--- src/rtl/alu_pkg.sv ---
// alu_pkg: shared ALU constants for the ALU arbiter slice.
// Holds the data and control-code widths and the ALU control-code encodings.
package alu_pkg;

    localparam int unsigned AluDataW = 32;
    localparam int unsigned AluCtrlW = 3;

    typedef enum logic [AluCtrlW-1:0] {
        AluNop = 3'b000,
        AluAdd = 3'b001,
        AluSub = 3'b010,
        AluXor = 3'b011,
        AluOr  = 3'b100,
        AluAnd = 3'b101
    } alu_ctrl_e;

endpackage

--- src/rtl/alu_arbiter_if.sv ---
// alu_arbiter_if: requester-side and response-side handshake bundle of alu_arbiter.
//   req_valid_i / req_ready_o      per-requester valid/ready
//   req_data1_i / req_data2_i      packed operands, requester k at [32k+31:32k]
//   req_ctrl_i                     packed 3-bit ALU control codes
//   req_lock_i                     grant-lock request (only with ALU_ARB_LOCK_EN)
//   resp_valid_o / resp_ready_i    response register handshake
//   resp_data_o / resp_id_o        registered result and owning requester index
// Modport slave is the arbiter; master is the requester/consumer side.
interface alu_arbiter_if
    import alu_pkg::*;
#(
    parameter int unsigned NUM_REQ = 2,
    parameter int unsigned ID_W    = 2
);

    logic [NUM_REQ-1:0]          req_valid_i;
    logic [NUM_REQ-1:0]          req_ready_o;
    logic [NUM_REQ*AluDataW-1:0] req_data1_i;
    logic [NUM_REQ*AluDataW-1:0] req_data2_i;
    logic [NUM_REQ*AluCtrlW-1:0] req_ctrl_i;
`ifdef ALU_ARB_LOCK_EN
    logic [NUM_REQ-1:0]          req_lock_i;
`endif
    logic                        resp_valid_o;
    logic                        resp_ready_i;
    logic [AluDataW-1:0]         resp_data_o;
    logic [ID_W-1:0]             resp_id_o;

    modport slave (
        input  req_valid_i, req_data1_i, req_data2_i, req_ctrl_i,
`ifdef ALU_ARB_LOCK_EN
        input  req_lock_i,
`endif
        input  resp_ready_i,
        output req_ready_o, resp_valid_o, resp_data_o, resp_id_o
    );

    modport master (
        output req_valid_i, req_data1_i, req_data2_i, req_ctrl_i,
`ifdef ALU_ARB_LOCK_EN
        output req_lock_i,
`endif
        output resp_ready_i,
        input  req_ready_o, resp_valid_o, resp_data_o, resp_id_o
    );

endinterface

--- src/rtl/alu_arbiter_rr_arbiter.sv ---
// rr_arbiter: combinational round-robin grant.
//   req_i        request vector
//   ptr_i        highest-priority requester index
//   en_i         grant enable (no grant while low)
//   gnt_o        one-hot grant
//   gnt_idx_o    index of the granted requester
//   gnt_valid_o  a grant exists
module rr_arbiter #(
    parameter int unsigned NUM_REQ = 2,
    parameter int unsigned ID_W    = 2
) (
    input  logic [NUM_REQ-1:0] req_i,
    input  logic [ID_W-1:0]    ptr_i,
    input  logic               en_i,
    output logic [NUM_REQ-1:0] gnt_o,
    output logic [ID_W-1:0]    gnt_idx_o,
    output logic               gnt_valid_o
);

    int unsigned pos;
    logic        found;

    // Scan upward from ptr_i with wrap; the first hit wins.
    always_comb begin
        gnt_o     = '0;
        gnt_idx_o = '0;
        found     = 1'b0;
        pos       = 0;
        for (int unsigned i = 0; i < NUM_REQ; i++) begin
            pos = (32'(ptr_i) + i) % NUM_REQ;
            for (int unsigned j = 0; j < NUM_REQ; j++) begin
                if (en_i && !found && (pos == j) && req_i[j]) begin
                    gnt_o[j]  = 1'b1;
                    gnt_idx_o = ID_W'(j);
                    found     = 1'b1;
                end
            end
        end
        gnt_valid_o = found;
    end

endmodule

--- src/rtl/alu_arbiter.sv ---
// alu_arbiter: shares one integer ALU between NUM_REQ requesters.
//   clk_i, rst_n_i   clock, asynchronous active-low reset
//   arb_if           requester and response handshakes (alu_arbiter_if.slave)
//   alu_data1_o/alu_data2_o/alu_ctrl_o   granted operands and code to the ALU
//   alu_result_i     combinational ALU result, captured into the response register
// Optional feature macro ALU_ARB_LOCK_EN: a requester can hold the grant across
// operations with req_lock_i.
module alu_arbiter
    import alu_pkg::*;
#(
    parameter int unsigned NUM_REQ = 2,
    parameter int unsigned ID_W    = 2
) (
    input  logic                clk_i,
    input  logic                rst_n_i,
    alu_arbiter_if.slave        arb_if,
    output logic [AluDataW-1:0] alu_data1_o,
    output logic [AluDataW-1:0] alu_data2_o,
    output logic [AluCtrlW-1:0] alu_ctrl_o,
    input  logic [AluDataW-1:0] alu_result_i
);

    typedef enum logic [0:0] {StEmpty, StFull} state_e;

    state_e               state_q, state_d;
    logic [AluDataW-1:0]  resp_data_q, resp_data_d;
    logic [ID_W-1:0]      resp_id_q, resp_id_d;
    logic [ID_W-1:0]      rr_ptr_q, rr_ptr_d;

    logic                 can_accept;
    logic                 transfer;
    logic                 ptr_frozen;
    logic [NUM_REQ-1:0]   req_eff;
    logic [NUM_REQ-1:0]   gnt;
    logic [ID_W-1:0]      gnt_idx;
    logic                 gnt_valid;

    assign can_accept = (state_q == StEmpty) || arb_if.resp_ready_i;
    assign transfer   = gnt_valid && can_accept;

`ifdef ALU_ARB_LOCK_EN
    logic               lock_q, lock_d;
    logic [ID_W-1:0]    lock_id_q, lock_id_d;
    logic [NUM_REQ-1:0] lock_mask;

    assign lock_mask  = lock_q ? (NUM_REQ'(1) << lock_id_q) : '1;
    assign req_eff    = arb_if.req_valid_i & lock_mask;
    assign ptr_frozen = lock_q;

    // A holder that drops valid while we could accept gives the lock up.
    always_comb begin
        lock_d    = lock_q;
        lock_id_d = lock_id_q;
        if (transfer) begin
            lock_d    = |(arb_if.req_lock_i & gnt);
            lock_id_d = gnt_idx;
        end else if (lock_q && can_accept && !(|(arb_if.req_valid_i & lock_mask))) begin
            lock_d = 1'b0;
        end
    end

    always_ff @(posedge clk_i or negedge rst_n_i) begin
        if (!rst_n_i) begin
            lock_q    <= 1'b0;
            lock_id_q <= '0;
        end else begin
            lock_q    <= lock_d;
            lock_id_q <= lock_id_d;
        end
    end
`else
    assign req_eff    = arb_if.req_valid_i;
    assign ptr_frozen = 1'b0;
`endif

    // Grants are suppressed while reset is held so no ready escapes.
    rr_arbiter #(
        .NUM_REQ (NUM_REQ),
        .ID_W    (ID_W)
    ) u_rr_arbiter (
        .req_i       (req_eff),
        .ptr_i       (rr_ptr_q),
        .en_i        (rst_n_i),
        .gnt_o       (gnt),
        .gnt_idx_o   (gnt_idx),
        .gnt_valid_o (gnt_valid)
    );

    assign arb_if.req_ready_o = can_accept ? gnt : '0;

    always_comb begin
        alu_data1_o = '0;
        alu_data2_o = '0;
        alu_ctrl_o  = '0;
        for (int unsigned k = 0; k < NUM_REQ; k++) begin
            if (gnt[k]) begin
                alu_data1_o = arb_if.req_data1_i[k*AluDataW +: AluDataW];
                alu_data2_o = arb_if.req_data2_i[k*AluDataW +: AluDataW];
                alu_ctrl_o  = arb_if.req_ctrl_i[k*AluCtrlW +: AluCtrlW];
            end
        end
    end

    always_comb begin
        state_d     = state_q;
        resp_data_d = resp_data_q;
        resp_id_d   = resp_id_q;
        rr_ptr_d    = rr_ptr_q;
        if (transfer) begin
            state_d     = StFull;
            resp_data_d = alu_result_i;
            resp_id_d   = gnt_idx;
            if (!ptr_frozen) begin
                rr_ptr_d = (gnt_idx == ID_W'(NUM_REQ - 1)) ? '0 : gnt_idx + ID_W'(1);
            end
        end else if (arb_if.resp_ready_i) begin
            state_d = StEmpty;
        end
    end

    always_ff @(posedge clk_i or negedge rst_n_i) begin
        if (!rst_n_i) begin
            state_q     <= StEmpty;
            resp_data_q <= '0;
            resp_id_q   <= '0;
            rr_ptr_q    <= '0;
        end else begin
            state_q     <= state_d;
            resp_data_q <= resp_data_d;
            resp_id_q   <= resp_id_d;
            rr_ptr_q    <= rr_ptr_d;
        end
    end

    assign arb_if.resp_valid_o = (state_q == StFull);
    assign arb_if.resp_data_o  = resp_data_q;
    assign arb_if.resp_id_o    = resp_id_q;

endmodule

--- src/flat_wrapper.sv ---
// flat-port wrapper written by rule: the top's interface ports become plain ports
module alu_arbiter_flat import alu_pkg::*;
#(
    parameter int unsigned NUM_REQ = 2,
    parameter int unsigned ID_W    = 2
)
  (clk_i, rst_n_i, alu_data1_o, alu_data2_o, alu_ctrl_o, alu_result_i, arb_if_req_valid_i, arb_if_req_data1_i, arb_if_req_data2_i, arb_if_req_ctrl_i, arb_if_resp_ready_i, arb_if_req_ready_o, arb_if_resp_valid_o, arb_if_resp_data_o, arb_if_resp_id_o);
  alu_arbiter_if #(.NUM_REQ(NUM_REQ), .ID_W(ID_W)) arb_if_i ();
  input  logic clk_i;
  input  logic rst_n_i;
  output logic [AluDataW-1:0] alu_data1_o;
  output logic [AluDataW-1:0] alu_data2_o;
  output logic [AluCtrlW-1:0] alu_ctrl_o;
  input  logic [AluDataW-1:0] alu_result_i;
  input wire logic [$bits(arb_if_i.req_valid_i)-1:0] arb_if_req_valid_i;
  input wire logic [$bits(arb_if_i.req_data1_i)-1:0] arb_if_req_data1_i;
  input wire logic [$bits(arb_if_i.req_data2_i)-1:0] arb_if_req_data2_i;
  input wire logic [$bits(arb_if_i.req_ctrl_i)-1:0] arb_if_req_ctrl_i;
  input wire logic [$bits(arb_if_i.resp_ready_i)-1:0] arb_if_resp_ready_i;
  output wire logic [$bits(arb_if_i.req_ready_o)-1:0] arb_if_req_ready_o;
  output wire logic [$bits(arb_if_i.resp_valid_o)-1:0] arb_if_resp_valid_o;
  output wire logic [$bits(arb_if_i.resp_data_o)-1:0] arb_if_resp_data_o;
  output wire logic [$bits(arb_if_i.resp_id_o)-1:0] arb_if_resp_id_o;
  assign arb_if_i.req_valid_i = arb_if_req_valid_i;
  assign arb_if_i.req_data1_i = arb_if_req_data1_i;
  assign arb_if_i.req_data2_i = arb_if_req_data2_i;
  assign arb_if_i.req_ctrl_i = arb_if_req_ctrl_i;
  assign arb_if_i.resp_ready_i = arb_if_resp_ready_i;
  assign arb_if_req_ready_o = arb_if_i.req_ready_o;
  assign arb_if_resp_valid_o = arb_if_i.resp_valid_o;
  assign arb_if_resp_data_o = arb_if_i.resp_data_o;
  assign arb_if_resp_id_o = arb_if_i.resp_id_o;
  alu_arbiter #(.NUM_REQ(NUM_REQ), .ID_W(ID_W)) u_core (.clk_i(clk_i), .rst_n_i(rst_n_i), .arb_if(arb_if_i), .alu_data1_o(alu_data1_o), .alu_data2_o(alu_data2_o), .alu_ctrl_o(alu_ctrl_o), .alu_result_i(alu_result_i));
endmodule
--- config.mk ---
export PLATFORM = sky130hd
export DESIGN_NAME = alu_arbiter_flat
export DESIGN_NICKNAME = d
export VERILOG_FILES = /design/src/rtl/alu_pkg.sv /design/src/rtl/alu_arbiter_if.sv /design/src/rtl/alu_arbiter_rr_arbiter.sv /design/src/rtl/alu_arbiter.sv /design/src/flat_wrapper.sv
export SDC_FILE = /design/constraint.sdc
export NUM_CORES = 1
export LEC_CHECK = 0
export CORE_MARGIN = 10
export CORE_UTILIZATION = 23
export CTS_BUF_LIST = sky130_fd_sc_hd__clkbuf_16
export CTS_CLUSTER_SIZE = 14
export DETAILED_ROUTE_END_ITERATION = 8
export PLACE_DENSITY = 0.79
export SYNTH_ARGS = -nofsm -noshare
export SYNTH_HDL_FRONTEND = slang
export SYNTH_SLANG_ARGS = --single-unit
--- constraint.sdc ---
create_clock -name clk_i -period 1.2 [get_ports clk_i]
set_input_delay 0.18 -clock clk_i [delete_from_list [all_inputs] [get_ports clk_i]]
set_output_delay 0.18 -clock clk_i [all_outputs]
set_load 0.05 [all_outputs]
-- Word-level counts from Yosys, hierarchy flattened
Index checks and enable logic that the tools add are counted.
- add/sub/neg operators: 2
- $mul: 0
- div/mod/pow operators: 0
- order comparisons: 0
- eq/ne operators: 1
- shift operators: 0
- multiplexer cells: 20
- bitwise logic cells: 1
- reductions and logical operators: 19
- operators by type and width (kind ; number):
    $mux 32 ; 4
    $logic_not 32->1 ; 2
    $logic_and 1x1->1 ; 12
    $mux 1 ; 11
    $mux 2 ; 3
    $mux 3 ; 2
    $logic_not 1->1 ; 3
    $add 1x1->1 const B ; 2
    $eq 2x1->1 const B ; 1
    $reduce_bool 2->1 ; 1
    $logic_or 1x1->1 ; 1
    $not 1->1 ; 1
- flip-flop bits (word level): 36
- latch bits: 0
- bits in writable memories: 0
- bits in read-only memories: 0
- bits of input ports: 171
- output and inout port bits: 104
- memories: 0

-- Logic depth before layout (Yosys ltp)
- word-level depth: 21
- mapped depth: 5
- gate-level depth less buffers: 3

-- Cells and area by module
A second synthesis with hierarchy kept.
- cells, all modules: 179
- area total of the unflattened synthesis: 2274.7 µm²
- by module, submodules not included (module ; instances ; cells an instance ; area each (µm²)):
    alu_arbiter ; 1 ; 170 ; 2229.6
    rr_arbiter ; 1 ; 9 ; 45.0

-- Least setup slack after synthesis
OpenSTA, ideal clock, no wires.
- path kind: register to register
- from: reg u_core.state_q (netlist: u_core.arb_if.resp_valid_o)
- to: reg u_core.resp_id_q[0] (netlist: u_core.arb_if.resp_id_o[0])
- arrival: 2229 ps
- slack: -1215 ps
- stages on the path, launching flop included: 4
- period minus slack after synthesis: 2415 ps
- cell sequence: dfrtp_1 nor2b_1 a211oi_1 o2bb2ai_1
- word-level cells in the longest chain between the ends: 3
- ends and longest elaborated chain (item ; line ; RTL):
    start, declared ; alu_arbiter.sv:25 ; state_e state_q, state_d;
    start signal, assigned ; alu_arbiter.sv:123 ; state_q <= StEmpty;
    start signal, assigned ; alu_arbiter.sv:128 ; state_q <= state_d;
    $not 1->1 ; alu_arbiter.sv:38 ; assign can_accept = (state_q == StEmpty) || arb_if.resp_ready_i;
    $logic_or 1x1->1 ; alu_arbiter.sv:38 ;
    $logic_and 1x1->1 ; alu_arbiter.sv:39 ; assign transfer = gnt_valid && can_accept;
    end signal, assigned ; alu_arbiter.sv:130 ; resp_id_q <= resp_id_d;
    end, declared ; alu_arbiter.sv:27 ; logic [ID_W-1:0] resp_id_q, resp_id_d;
Every way passes these cells.
A chain may end at the register's enable or synchronous reset.

-- Final worst setup path
- from: reg u_core.rr_ptr_q[0]
- to: out alu_data2_o[25]
- word-level cells in the longest chain between the ends: 20
- elaborated cells on any way between the ends: 25
- classes of those cells: add/sub: 1; mux: 8; reduce/logical: 16
- ends and longest elaborated chain (item ; line ; RTL):
    start, declared ; alu_arbiter.sv:28 ; logic [ID_W-1:0] rr_ptr_q, rr_ptr_d;
    start signal, assigned ; alu_arbiter.sv:131 ; rr_ptr_q <= rr_ptr_d;
    $logic_not 32->1 ; alu_arbiter_rr_arbiter.sv:32 ; if (en_i && !found && (pos == j) && req_i[j]) begin
    $logic_and 1x1->1 (2 in series) ; alu_arbiter_rr_arbiter.sv:32 ;
    $mux 1 ; alu_arbiter_rr_arbiter.sv:32 ;
    $logic_not 1->1 ; alu_arbiter_rr_arbiter.sv:32 ;
    $logic_and 1x1->1 (3 in series) ; alu_arbiter_rr_arbiter.sv:32 ;
    $mux 1 ; alu_arbiter_rr_arbiter.sv:32 ;
    $logic_not 1->1 ; alu_arbiter_rr_arbiter.sv:32 ;
    $logic_and 1x1->1 (3 in series) ; alu_arbiter_rr_arbiter.sv:32 ;
    $mux 1 ; alu_arbiter_rr_arbiter.sv:32 ;
    $logic_not 1->1 ; alu_arbiter_rr_arbiter.sv:32 ;
    $logic_and 1x1->1 (3 in series) ; alu_arbiter_rr_arbiter.sv:32 ;
    $mux 1 ; alu_arbiter_rr_arbiter.sv:32 ;
    $mux 32 (*) ; alu_arbiter.sv:96 ; if (gnt[k]) begin
    end, declared ; flat_wrapper.sv:12 ; output logic [AluDataW-1:0] alu_data2_o;
Mark *: on every way between the ends. The rest lies on a longest branch, timed or not.

==> impl_summary.md <==
Status
The flow ran to the end, but the final reports show violations. The final reports fail on negative setup slack.

Global route
The pin count of the biggest net entering global routing is 16. The leftover overflow at the end of global routing is 0. The via count of the first global-routing pass is 3,617. The first global-routing pass estimated 25,800 um of wire.

The number of antenna violations at the first check in global routing is 1. Global routing used approximately a quarter of the available tracks.

Place
The congestion estimate from routability-driven global placement came to around 0.79. The total half-perimeter wirelength after legalization and detailed placement is 13,000 um. The number of placed instances, taps included, is between 500 and 600. Buffers placed on the I/O ports in this run total 273.

CTS
The cell sitting at the root of the clock tree is a sky130_fd_sc_hd__clkbuf_16. The clock reaches the later pin of the worst-skew pair after around 0.28 ns. TritonCTS built the clock tree. The CTS buffer count is 5. The count of hold-fix buffers inserted at cts is 0. The clock net sink count is 35.

The count of H-tree levels built during CTS is 2. After clock tree synthesis, the clock-pin slew on the worst setup and hold paths is 0.06 ns. The clock tree buffer depth is 2.

Die
The floorplan step set the die height to 114 um. The die outline area is ~13,000 um2. The initialized floorplan defines 34 standard-cell rows.

The die is 114 um wide. The effective utilization at floorplan is a little under a quarter. The total area inside the core boundary comes to slightly below 9000 um2. For this design the top-level I/O count stands at around 280.

Drt
For this run, design rule violations remaining after detail routing come to 0. The count of nets left with antenna violations once routing finished came out at 0. The routed layout has 2,980 vias. For this run, the detailed router's first-pass iteration total came to 4. The routed design has around 18,000 um of wire. In the routed layout, each cell is associated on average with a via count of 5.09.

After detailed routing, the average wire length per cell comes to slightly above 30 um. The first routing iteration left about 140 violations.

Timing
The minimum hold slack is approximately 0.11 ns. The count of final setup violators is slightly above 100. The worst setup margin is -0.616 ns. The hold violation count in the final report is 0. The achievable clock frequency is around 550 MHz. Clock skew on the completed layout was measured at slightly above 0.008 ns. The post-route clock period utilization is 151%. Counting I/O delays and the setup requirement, the final critical path takes roughly 1.8 ns.

The final-report max-slew violation count is 0. Setup repair after global routing could not meet its margin everywhere.

Synth
The total number of yosys warnings is 0. Dividing the synthesized area by the synthesized cell count gives 12.2 um2. In this run the cell area of the synthesized design comes to around 2000 um2. The flip-flop and latch count after synthesis is 35. Summed over its instances, the top area cell type makes up around 43% of the synthesized netlist area. By area the synthesized netlist is led by sky130_fd_sc_hd__dfrtp_1 43%, sky130_fd_sc_hd__a22o_1 29%, sky130_fd_sc_hd__mux2_2 14%. In the synthesized netlist, the number of instances is approximately 170. The fraction of the yosys area taken by sequential cells is a little over two fifths. The synthesized netlist contains 19 unique library cells. sky130_fd_sc_hd__dfrtp_1 takes more of the synthesized area than any other cell. Synthesis produced a netlist with a net count of approximately 340.

Power and ir drop
The switching portion of total power is approximately 40%. The power per cell area is about 1100 nW/um2. In this run the power spent charging and discharging nets is ~3.3 mW. The part of the power in combinational logic is 65.9%. Summing internal, switching and leakage power gives ~8.5 mW.

The leakage power is 3.32 nW. The portion of total power attributed to the clock network is 14.4%. Across the VDD grid, the largest voltage drop is approximately 0.00076 V. The internal power of the cells is a little over 5 mW. The sequential power share is 19.8%.

Cells and area
The post-route non-filler standard cell count is a little under 600. The area growth from synthesis to layout is 265%. In the layout the commonest cells are 166 x sky130_fd_sc_hd__clkdlybuf4s50_1, 114 x sky130_fd_sc_hd__buf_12, 67 x sky130_fd_sc_hd__a22o_4. The fraction of final layout cells with drive strength greater than 1 is 56.1%. Leaving out fill and tap cells, the most frequent cell in the layout is sky130_fd_sc_hd__clkdlybuf4s50_1. The final core utilization is between 80% and 90%. The count of nets after finishing is ~650.

Critical path
The worst setup path is launched from a flop. The peak fanout along the critical path is 12. The arrival time at the worst endpoint is around 1.6 ns. The worst setup path is captured at a primary output. The critical setup path kind is reg -> out.

Data on the critical path is required at its endpoint by between 1 and 1.5 ns.

Run
Max-cap violations in this run came to 0.

Hold path
The min-delay analysis places its worst path in the category in -> async.
## power by group through the flow
stage | combinational, mW | clock, mW | sequential, mW
after floorplan | 1.79 | 0 | 2.27
after global placement | 5.18 | 0 | 1.64
after CTS | 5.57 | 1.21 | 1.66
after detailed placement | 5.25 | 0 | 1.67
after global routing | 5.76 | 1.28 | 1.70
final | 5.61 | 1.23 | 1.68
## what timing repair did
item	4_1_cts	5_1_grt
resized for setup	36	3
cloned	10	3
buffers inserted	10	4
pin swaps	5	2
setup endpoints to repair	103	103
## synthesized netlist by cell type
cell,instances
sky130_fd_sc_hd__a211oi_1,1
sky130_fd_sc_hd__a21oi_2,2
sky130_fd_sc_hd__a22o_1,67
sky130_fd_sc_hd__a2bb2oi_1,1
sky130_fd_sc_hd__and2_1,1
sky130_fd_sc_hd__buf_2,10
sky130_fd_sc_hd__buf_4,5
sky130_fd_sc_hd__buf_6,3
sky130_fd_sc_hd__conb_1,1
sky130_fd_sc_hd__dfrtp_1,35
sky130_fd_sc_hd__inv_1,2
sky130_fd_sc_hd__mux2_1,7
sky130_fd_sc_hd__mux2_2,25
sky130_fd_sc_hd__nand2_1,3
sky130_fd_sc_hd__nand2b_1,1
sky130_fd_sc_hd__nor2_4,1
sky130_fd_sc_hd__nor2b_1,1
sky130_fd_sc_hd__o21ai_2,1
sky130_fd_sc_hd__o2bb2ai_1,1
## per-layer routing
| metal | GRT usage [%] | up-vias | wire length, um | share of wire [%] |
|---|---|---|---|---|
| li1 | - | 1282 | - | - |
| met1 | 26.2 | 1447 | 6230 | 35 |
| met2 | 45.3 | 213 | 8930 | 50 |
| met3 | 14.0 | 38 | 2070 | 12 |
| met4 | 9.44 | 0 | 661 | 3.7 |
| met5 | 0 | - | 0 | 0 |
## logic make-up after synthesis
| group | count (synthesis) | share of synthesized area (%) |
|---|---|---|
| and+or+nand+nor | 7 | 2.02 |
| buffers and inverters | 20 | 6.29 |
| muxes | 32 | 17.6 |
| other | 1 | 0.183 |
| AOI/OAI and AO/OA | 73 | 31.2 |
| DFF | 35 | 42.8 |
## area by class of cell
type / instances / area [um2]
tap: 108 / 135
sequential: 35 / 877
multi-input combinational: 113 / 1800
inverter: 2 / 7.51
clock buffer: 5 / 125
antenna: 1 / 2.50
fill: 376 / 1200
clock inverter: 1 / 3.75
timing repair buffer: 320 / 4520
## state kept, by name (all words and copies together) (netlist names)
name and count:
u_core.arb_if.resp_data_o 32, u_core.arb_if.resp_id_o 1, u_core.rr_ptr_q 1, u_core.arb_if.resp_valid_o 1
## through the flow
stage / setup slack [ns] / cell area (um2) / TNS, ns
3_3_place_gp: -0.722 / 6850 / -67.59
2_1_floorplan: -0.300 / 2870 / -20.68
6_report: -0.616 / 7480 / -46.48
4_1_cts: -0.575 / 7420 / -43.73
3_5_place_dp: -0.750 / 6850 / -71.00
5_1_grt: -0.644 / 7470 / -50.11
## worst max-delay path: stages (launching register included)
cell                      delay (ns)
sky130_fd_sc_hd__dfrtp_1        0.40
sky130_fd_sc_hd__inv_2          0.07
sky130_fd_sc_hd__a21oi_4        0.23
sky130_fd_sc_hd__buf_6          0.19
sky130_fd_sc_hd__buf_16         0.17
sky130_fd_sc_hd__a22o_4         0.16
sky130_fd_sc_hd__buf_12         0.13
## path summary, 6_finish.rpt
kind | startpoint | endpoint | slack (ns) | cells past startpoint
worst max-delay path | u_core.rr_ptr_q[0] | alu_data2_o[25] | -0.62 | 6
worst min-delay path | rst_n_i | u_core.arb_if.resp_data_o[28] | 0.11 | 2
worst max register to register | u_core.arb_if.resp_valid_o | u_core.arb_if.resp_data_o[23] | -0.24 | 5
worst min register to register | u_core.arb_if.resp_data_o[0] | u_core.arb_if.resp_data_o[0] | 0.58 | 1
max in group asynchronous | rst_n_i | u_core.arb_if.resp_valid_o | 0.81 | 3
min in group clk_i | arb_if_req_valid_i[0] | u_core.arb_if.resp_valid_o | 0.49 | 4
(Power assumes the default switching activity.)
